## src/rtl/fifo_rd_stream_pkg.sv

```systemverilog
// Shared types and defaults for the FIFO read streamer.
package fifo_rd_stream_pkg;

    localparam int DEF_FIFO_WIDTH = 16;
    localparam int DEF_BUF_DEPTH  = 2;
    // Occupancy width covers every legal depth (2 or 4).
    localparam int OCC_W          = 3;

    typedef enum logic [1:0] {
        IDLE,
        ACTIVE,
        FLUSH
    } state_t;

endpackage

```

## src/rtl/rd_skid_buf.sv

```systemverilog
// Circular output skid buffer: head/tail pointers plus occupancy.
module rd_skid_buf
    import fifo_rd_stream_pkg::*;
#(
    parameter int WIDTH = DEF_FIFO_WIDTH,
    parameter int DEPTH = DEF_BUF_DEPTH
) (
    input  logic             clk,
    input  logic             rst_n,
    input  logic             clear,
    input  logic             push,
    input  logic [WIDTH-1:0] push_data,
    input  logic             pop,
    output logic [OCC_W-1:0] occ,
    output logic [WIDTH-1:0] head_data
);

    localparam int PW = $clog2(DEPTH);

    logic [WIDTH-1:0] mem [DEPTH];
    logic [PW-1:0]    head;
    logic [PW-1:0]    tail;

    always_ff @(posedge clk or negedge rst_n) begin
        if (!rst_n) begin
            head <= '0;
            tail <= '0;
            occ  <= '0;
            for (int i = 0; i < DEPTH; i++) begin
                mem[i] <= '0;
            end
        end else if (clear) begin
            head <= '0;
            tail <= '0;
            occ  <= '0;
        end else begin
            if (push) begin
                mem[tail] <= push_data;
                tail      <= tail + 1'b1;
            end
            if (pop) begin
                head <= head + 1'b1;
            end
            occ <= occ + OCC_W'(push) - OCC_W'(pop);
        end
    end

    assign head_data = mem[head];

endmodule

```

## src/rtl/fifo_rd_stream.sv

```systemverilog
// Streams FIFO read data to a valid/ready sink with flush and statistics.
module fifo_rd_stream
    import fifo_rd_stream_pkg::*;
#(
    parameter int FIFO_WIDTH = DEF_FIFO_WIDTH,
    parameter int BUF_DEPTH  = DEF_BUF_DEPTH
) (
    input  logic                  clk,
    input  logic                  rst_n,
    input  logic [FIFO_WIDTH-1:0] fifo_data_out,
    input  logic                  fifo_empty,
    input  logic                  fifo_underflow,
    output logic                  fifo_rd_en,
    output logic                  m_valid,
    output logic [FIFO_WIDTH-1:0] m_data,
    input  logic                  m_ready,
    input  logic                  flush,
    input  logic                  clr_stats,
    output logic [15:0]           word_cnt,
    output logic                  underflow_err
);

    state_t           state;
    logic             infl;
    logic [OCC_W-1:0] occ;
    logic [OCC_W:0]   level;
    logic             pop;
    logic             capture;
    logic             flush_go;
    logic             active;

    assign active   = (state == ACTIVE);
    assign m_valid  = (occ != '0);
    assign pop      = m_valid && m_ready;
    assign flush_go = flush && active;
    // A word landing during a flush (or outside ACTIVE) is dropped.
    assign capture  = infl && active && !flush;

    assign level = {1'b0, occ} + (OCC_W+1)'(infl) - (OCC_W+1)'(pop);

    assign fifo_rd_en = !fifo_empty && active && !flush
                        && (level < (OCC_W+1)'(BUF_DEPTH));

    rd_skid_buf #(
        .WIDTH (FIFO_WIDTH),
        .DEPTH (BUF_DEPTH)
    ) u_buf (
        .clk       (clk),
        .rst_n     (rst_n),
        .clear     (flush_go),
        .push      (capture),
        .push_data (fifo_data_out),
        .pop       (pop),
        .occ       (occ),
        .head_data (m_data)
    );

    always_ff @(posedge clk or negedge rst_n) begin
        if (!rst_n) begin
            state <= IDLE;
            infl  <= 1'b0;
        end else begin
            infl <= fifo_rd_en;
            unique case (state)
                IDLE:    state <= ACTIVE;
                ACTIVE:  if (flush) state <= FLUSH;
                FLUSH:   if (!infl) state <= ACTIVE;
                default: state <= IDLE;
            endcase
        end
    end

    always_ff @(posedge clk or negedge rst_n) begin
        if (!rst_n) begin
            word_cnt      <= '0;
            underflow_err <= 1'b0;
        end else if (clr_stats) begin
            word_cnt      <= '0;
            underflow_err <= 1'b0;
        end else begin
            if (pop) begin
                word_cnt <= word_cnt + 16'd1;
            end
            if (fifo_underflow) begin
                underflow_err <= 1'b1;
            end
        end
    end

endmodule

```

## config.mk

```make
export PLATFORM = sky130hd
export DESIGN_NAME = fifo_rd_stream
export DESIGN_NICKNAME = d
export VERILOG_FILES = /design/src/rtl/fifo_rd_stream_pkg.sv /design/src/rtl/rd_skid_buf.sv /design/src/rtl/fifo_rd_stream.sv
export SDC_FILE = /design/constraint.sdc
export NUM_CORES = 1
export LEC_CHECK = 0
export CAP_MARGIN = 30
export CORE_UTILIZATION = 30
export CTS_CLUSTER_DIAMETER = 80
export CTS_CLUSTER_SIZE = 8
export DETAILED_ROUTE_END_ITERATION = 8
export GPL_TIMING_DRIVEN = 0
export PLACE_DENSITY = 0.5
export SYNTH_ARGS = -nofsm -noshare
export SYNTH_HDL_FRONTEND = slang
export SYNTH_HIERARCHICAL = 1
export SYNTH_SLANG_ARGS = --single-unit
```

## constraint.sdc

```tcl
create_clock -name clk -period 3.9 [get_ports clk]
set_clock_uncertainty 0.15 [all_clocks]
set_input_delay 1.17 -clock clk [delete_from_list [all_inputs] [get_ports clk]]
set_output_delay 1.17 -clock clk [all_outputs]
set_load 0.005 [all_outputs]
```

After elaboration in Yosys (flattened, before gate mapping)
Cells that the tools add are included.
W data, S select, Z words.
{ "classes": {"mux": 18, "bitwise": 3, "eq_ne": 4, "magnitude_cmp": 4, "reduce_logical": 18, "add_sub_neg": 7} }
{ "op_table": {"columns": ["cell", "n"], "rows": [
  ["$mux W16", 6],
  ["$bwmux W32", 1],
  ["$add A16 B1 Y16 const B", 1],
  ["$demux W16 S1", 1],
  ["$logic_and A1 B1 Y1", 8],
  ["$reduce_bool A2 Y1", 4],
  ["$mux W1", 6],
  ["$pmux W2 S3", 1],
  ["$add A3 B1 Y4", 1],
  ["$ge A2 B2 Y1 const B", 2],
  ["$lt A4 B2 Y1 const B", 1],
  ["$mux W2", 2],
  ["$ne A2 B2 Y1 const B", 2],
  ["$not A1 Y2", 2],
  ["$reduce_and A2 Y1", 2],
  ["$sub A4 B1 Y4", 1],
  ["$add A3 B1 Y3", 1],
  ["$mux W3", 1],
  ["$reduce_bool A3 Y1", 1],
  ["$sub A3 B1 Y3", 1],
  ["$add A1 B1 Y1 const B", 2],
  ["$eq A2 B1 Y1 const B", 1],
  ["$eq A2 B2 Y1 const B", 1],
  ["$logic_not A1 Y1", 2],
  ["other kinds (3)", 3]
]} }
{ "totals": {"elab_cells": 63, "inputBits": 23, "ff_bits": 57} }

Depth between registers and ports, before layout
Gate-level depths: netlist of run 1.
{ "depth": {"ltp_word": 6, "ltp_mapped": 9, "mapped_depth_nobuf": 9} }

Modules after synthesis
Netlist of run 1, hierarchy kept.
{ "by_module_without_submodules": {"columns": ["mod", "area_per_inst_um2", "cells_per_inst", "seq_area_each_um2", "instances"], "rows": [
  ["rd_skid_buf", 1647.8, 105, 925.9, 1],
  ["fifo_rd_stream", 1088.5, 114, 500.5, 1]
]} }

Worst setup path after synthesis of run 1
Ideal clock, no wire load.
{ "synth_path": {"path_kind": "input to output", "from": "input m_ready", "to": "output fifo_rd_en", "setup_slack_ns": -0.244, "n_path_buf": 0, "cell_stages": 8, "required_time_ns": 2.580, "arrival_time_ns": 2.824, "cell_sequence": "o31ai_4 -> inv_1 -> ha_1 -> nand2b_1 -> fa_1 -> xnor2_1 -> nor4b_1 -> and4b_1"} }
{ "synth_between": {"elab_chain_cells": 4} }
{ "synth_rtl": {"columns": ["element", "line", "source"], "rows": [
  ["start: declaration", "fifo_rd_stream.sv:16", "input logic m_ready,"],
  ["$logic_and A1 B1 Y1", "fifo_rd_stream.sv:34", "assign pop = m_valid && m_ready;"],
  ["net pop", "fifo_rd_stream.sv:27", "logic pop;"],
  ["$sub A4 B1 Y4", "fifo_rd_stream.sv:39", "assign level = {1'b0, occ} + (OCC_W+1)'(infl) - (OCC_W+1)'(pop);"],
  ["$lt A4 B2 Y1", "fifo_rd_stream.sv:42", "&& (level < (OCC_W+1)'(BUF_DEPTH));"],
  ["$logic_and A1 B1 Y1", "fifo_rd_stream.sv:42", null],
  ["end: declaration", "fifo_rd_stream.sv:13", "output logic fifo_rd_en,"]
]} }
The timed path passes the listed nets, and every way through them passes these cells.

Final worst setup path of run 1
Ends and elaborated chain as after synthesis.

==> results_dict.tcl, run 1 <==
set metrics [dict create \
    status "complete, but fails checks" \
    violations "setup timing" \
    multi_input_area_um2 1260 \
    cts_buffer_depth 2 \
    grt_first_pass_wirelength_um 9680 \
    cpPeakStageDelay_ps 350 \
    nets 323 \
    rsz0062_at_grt "true" \
    grt_pass1_vias 1930 \
    ys_types 36 \
    drt_wl_total_um 5610 \
    fillers 840 \
    worst_pin_slew_ps 776 \
    ios 58 \
    hpwl_um 3940 \
    cts_hold_buf 0 \
    clock-sinks 57 \
    grt_start_max_net_pins 34 \
    rr_worst_depth 9 \
    dr.first_iter.drc_count 65 \
    cp_num_buf_inv 3 \
    syn_avg_cell_area_um2 12.5 \
    power_uw 1870 \
    fin_area_um2 3710 \
    area.growth.synth_to_final_pct 35.8 \
    hold_class "flip-flop to flip-flop" \
    gp_congestion 0.732 \
    mostFrequentLayoutCell "dfrtp_1" \
    drc 0 \
    antenna_left 0 \
    path_max_fanout 2 \
    required_ps 2580 \
    hold_path_depth 1 \
    setup_viol 1 \
    p_leak_uw 0.00165 \
    via_per_inst 4.77 \
    die-area_um2 9510 \
    vdd_drop_max_uv 211 \
    initial_utilization 0.312 \
    synth-seq-area-share 0.521 \
    post_dp_cell_area_um2 3470 \
    cpLargestDelayFamily "simple AND/OR/NAND/NOR gates" \
    rrSetupSlack_ps 1270 \
    die_h_um 97.5 \
    drv_slew 0 \
    insertion_delay_ps 330 \
    num_vias 1927 \
    worstSetupPathType "input port to output pin" \
    mostFrequentLayoutCells "dfrtp_1 (57), clkdlybuf4s50_1 (53), mux2_2 (48)" \
    port_buffers 56 \
    seq_area_um2 1430 \
    path_clk_slew_ps 60 \
    end_kind "output pin" \
    arrival_ps 2800 \
    min_period_ps 4120 \
    cts-root-buf "clkbuf_8" \
    min_to "state[1]$_DFFE_PN0P_" \
    grtUsageTotal 0.129 \
    finalHoldViolations 0 \
    r2r_start "state[1]$_DFFE_PN0P_" \
    synth_top_area_share 0.521 \
    setup_tns_ps -222 \
    whs_ps 347 \
    crit_chain "buf_8, o31ai_4, inv_2, ha_4, nand2b_4, fa_2, xnor2_2, nor4b_2, and4b_1, buf_2" \
    core_area_um2 8760 \
    power_density_nw_per_um2 503 \
    synth_nets 250 \
    post-route-worst-setup-slack_ps -222 \
    htree_num_levels 3 \
    row_count 34 \
    cpMaxStageDelayCell "fa_2" \
    overflow 0 \
    synth-seq-cells 57 \
    yosysWarnings 6 \
    fp.dieW_um 97.5 \
    antenna_found_initial 0 \
    fmax_mhz 243 \
    slew_headroom 0.476 \
    wire_per_inst_um 13.9 \
    min_from "state[0]$_DFFE_PN0P_" \
    netlist_instances 219 \
    period_share 1.06 \
    cts-buffers-inserted 9 \
    critPathLaunchType "input port" \
    syn-cell-area_um2 2740 \
    yosys-top-cells-area "dfrtp_1 (52%), mux2_2 (20%), xnor2_1 (3.2%)" \
    cts_tree "done" \
    firstDrtPassIters 4 \
    dp_worst_setup_slack_ps -1280 \
    yosysTopAreaCell "dfrtp_1" \
    drive_above_1_share 0.301 \
    maxCapViolCount 0 \
    r2r-end "u_buf/occ[2]$_DFF_PN0_" \
    antenna_cells 0 \
]
final cells by class:
class | instances | area share
timing repair buffer | 62 | 0.165
sequential | 57 | 0.384
tap | 108 | 0.0364
clock buffer | 10 | 0.0370
multi-input combinational | 145 | 0.341
buffer | 7 | 0.0118
inverter | 10 | 0.0101
clock inverter | 5 | 0.0152
stage by stage:
stage / utilization / std cells
3_3_place_gp: 0.394 / 383
5_1_grt: 0.424 / 404
4_1_cts: 0.422 / 402
2_1_floorplan: - / 219
3_5_place_dp: 0.396 / 384
6_report: 0.424 / 404
sequential cells by signal, summed over array words and instances, names as in the netlist:
register       cells
infl               1
word_cnt          16
u_buf/head         1
state              2
u_buf/occ          3
u_buf/mem         32
underflow_err      1
u_buf/tail         1
synth_stat cells:
cell type	n
dfrtp_1	57
mux2_2	48
nor2_1	14
inv_1	10
nand2_1	10
xnor2_1	10
a21oi_1	9
o21ai_0	9
or3_1	7
ha_1	6
nand3_1	4
nand4_1	4
buf_2	3
nor3_1	3
clkbuf_1	2
fa_1	2
xor2_1	2
and2_1	1
and2b_2	1
and3b_1	1
and4_1	1
and4b_1	1
buf_4	1
clkbuf_8	1
nand2b_1	1
nand3b_2	1
nor3b_4	1
nor4_1	1
nor4b_1	1
nor4bb_1	1
o21bai_1	1
o31ai_4	1
or3_2	1
or4_1	1
or4b_4	1
xnor3_1	1
how the worst max path moves through the flow:
stage | from | end | slack [ps] | cells after the start
after floorplan | m_ready | fifo_rd_en | -50 | 8
after global placement | m_ready | fifo_rd_en | -1320 | 10
after detailed placement | m_ready | fifo_rd_en | -1280 | 10
after CTS | m_ready | fifo_rd_en | -320 | 10
after global routing | m_ready | fifo_rd_en | -330 | 10
final | m_ready | fifo_rd_en | -220 | 10
power breakdown:
part	switching (uW)	internal, uW	total, uW
Combinational	234	353	586
Sequential	70.7	669	740
Clock	235	307	542
kinds of logic (layout without fill, tap and decap cells):
group,count (synthesis),after routing,share of synthesized area
AOI/OAI and AO/OA,20,20,0.0434
adders and majority gates,8,8,0.0421
muxes,48,48,0.198
buffers and inverters,17,94,0.0297
and+or+nand+nor,56,56,0.119
DFF,57,57,0.521
xor gates and xnor gates,13,13,0.0466
what timing repair did:
action,4_1_cts,5_1_grt
resized for setup,13,0
pin swaps,5,5
endpoints found under the hold margin,0,0
setup endpoints to repair,1,1
setup buffers,3,2
per-layer routing:
metal	wire, um	global-route usage	share of wire	up-vias
met2	2600	0.198	0.46	43
met5	0	0	0	-
met4	98	0.0611	0.017	0
li1	-	-	-	921
met1	2700	0.173	0.48	955
met3	206	0.0259	0.037	8
Note: power is estimated with default switching activity, not from simulation.
==> run 2, diff against run 1 <==
Settings changed: PLACE_DENSITY 0.5 to 0.48.
Clock period 3.9 ns to 4.96 ns, I/O delays scaled along.
==> run 2 against run 1 <==
Compared with the run above: the run now ends clean; final cell count is 0.50% lower; via count is 4.0% lower; first-iteration DRC count decreased by 57%; highest routed layer unchanged; final area is 0.30% lower; core utilization fell by 0.13 points; non-clock buffer count is 2 lower; worst hold slack worse by 0.75 ps; critical path depth unchanged; sequential cell count unchanged; setup slack better by 380 ps; die area stayed put; wire length is the same.
==> results_dict.tcl, run 2 (synthesis gave the netlist of run 1 again) <==
set metrics [dict create \
    grt_first_pass_wirelength_um 9280 \
    cts_buffer_depth 2 \
    htree_num_levels 3 \
    rrSetupSlack_ps 2280 \
    vdd_drop_max_uv 205 \
    drv_slew 0 \
    dp_worst_setup_slack_ps -1060 \
    antenna_found_initial 0 \
    firstDrtPassIters 4 \
    path_clk_slew_ps 60 \
    setup_viol 0 \
    worstSetupPathType "input port to output pin" \
    mostFrequentLayoutCells "dfrtp_1 (57), clkdlybuf4s50_1 (53), mux2_2 (48)" \
    finish.utilization 0.423 \
    critPathLaunchType "input port" \
    via_per_inst 4.60 \
    maxCapViolCount 0 \
    use_met3 0.0223 \
    required_ps 3320 \
    reg.largest.list "u_buf/mem (32), word_cnt (16), u_buf/occ (3)" \
    drc 0 \
    top_register "u_buf/mem" \
    fmax_mhz 208 \
    grt_pass1_vias 1837 \
    drive_above_1_share 0.296 \
    dr.first_iter.drc_count 28 \
    grtUsageTotal 0.125 \
    grt_start_max_net_pins 32 \
    power_density_nw_per_um2 405 \
    grt-busiest-layer "met2" \
    core_area_um2 8760 \
    worst_pin_slew_ps 846 \
    port_buffers 56 \
    antenna_cells 0 \
    drt_wl_total_um 5610 \
    fin_area_um2 3700 \
    die_h_um 97.5 \
    antenna_left 0 \
    end_kind "output pin" \
    overflow 0 \
    num_vias 1850 \
    min_period_ps 4800 \
    path_max_fanout 2 \
    mostFrequentLayoutCell "dfrtp_1" \
    area.growth.synth_to_final_pct 35.3 \
    clock-sinks 57 \
    ios 58 \
    insertion_delay_ps 320 \
    die-area_um2 9510 \
    cts-root-buf "clkbuf_8" \
    use_met2 0.182 \
    use_met1 0.178 \
    p_leak_uw 0.00165 \
    cpLargestDelayFamily "adder cells" \
    status "completed" \
    gp_congestion 0.742 \
    post-route-worst-setup-slack_ps 156 \
    cts_tree "done" \
    hpwl_um 3980 \
    crit_path_frequent_cell "buf_2" \
    slew_headroom 0.428 \
    rsz0062_at_grt "false" \
    crit_chain "buf_2, o31ai_4, inv_2, ha_4, nand2b_4, fa_2, xnor2_2, nor4b_2, and4b_1, buf_2" \
    cpPeakStageDelay_ps 370 \
    arrival_ps 3170 \
    post_dp_cell_area_um2 3450 \
    cpMaxStageDelayCell "fa_2" \
    cp_num_buf_inv 3 \
    row_count 34 \
    initial_utilization 0.312 \
    period_share 0.968 \
    largest_reg_flops 32 \
    fp.dieW_um 97.5 \
    hold_class "flip-flop to flip-flop" \
    wire_per_inst_um 13.9 \
    nets 321 \
    cts-buffers-inserted 9 \
    finalHoldViolations 0 \
]
[run 2: cell count changes in the layout (fill, tap and decap cells not counted), sizes merged]
cell,previous run,this run
buf,13,11
bufinv,1,2
clkbuf,13,12
clkinv,3,4
clkinvlp,1,0
[run 2: final timing paths]
path / from / endpoint / depth (start not counted)
max in group asynchronous: rst_n / u_buf/mem[30]$_DFFE_PN0P_ / 2
worst max register to register: state[1]$_DFFE_PN0P_ / u_buf/occ[2]$_DFF_PN0_ / 9
worst max-delay path: m_ready / fifo_rd_en / 10
worst min register to register: underflow_err$_DFFE_PN0P_ / underflow_err$_DFFE_PN0P_ / 2
worst min-delay path: underflow_err$_DFFE_PN0P_ / underflow_err$_DFFE_PN0P_ / 2
min in group asynchronous: rst_n / word_cnt[2]$_DFFE_PN0P_ / 1
[run 2: what timing repair did]
item                       in CTS  in global routing
resized for setup              11                  3
buffers inserted                2                  1
pin swaps                       2                  4
setup endpoints to repair       1                  1
hold buffers                    0                  0
[run 2: power by group]
part,switching (uW),total [uW],internal [uW]
Combinational,183,461,277
Sequential,53.9,580,526
Clock,182,460,278
[run 2: per-layer routing]
metal	vias up	part of all wire
met2	30	0.46
met4	0	0.015
met3	7	0.027
met5	-	0
met1	896	0.49
li1	917	-
[run 2: stage by stage]
stage / total power, uW / std cells / hold slack [ps] / setup TNS (ps)
after floorplan: 846 / 219 / 312 / 0
after global placement: 1010 / 383 / 325 / -1100
after detailed placement: 1020 / 384 / 340 / -1060
after CTS: 1510 / 401 / 350 / 0
after global routing: 1610 / 402 / 365 / 0
final: 1500 / 402 / 346 / 0
[run 2: layout make-up]
type	instances	area [um2]
timing repair buffer	60	588
buffer	7	43.8
fill	852	5060
tap	108	135
clock buffer	9	124
multi-input combinational	145	1260
sequential	57	1430
clock inverter	6	83.8
inverter	10	37.5
[run 2: worst reg2reg max path: stages, from the launching register on]
cell      delay (ps)
dfrtp_1          420
nor4bb_1         760
inv_1            110
ha_1             290
inv_1             50
ha_1             130
inv_1             40
fa_1             370
xnor3_1          200
nor2_1            40
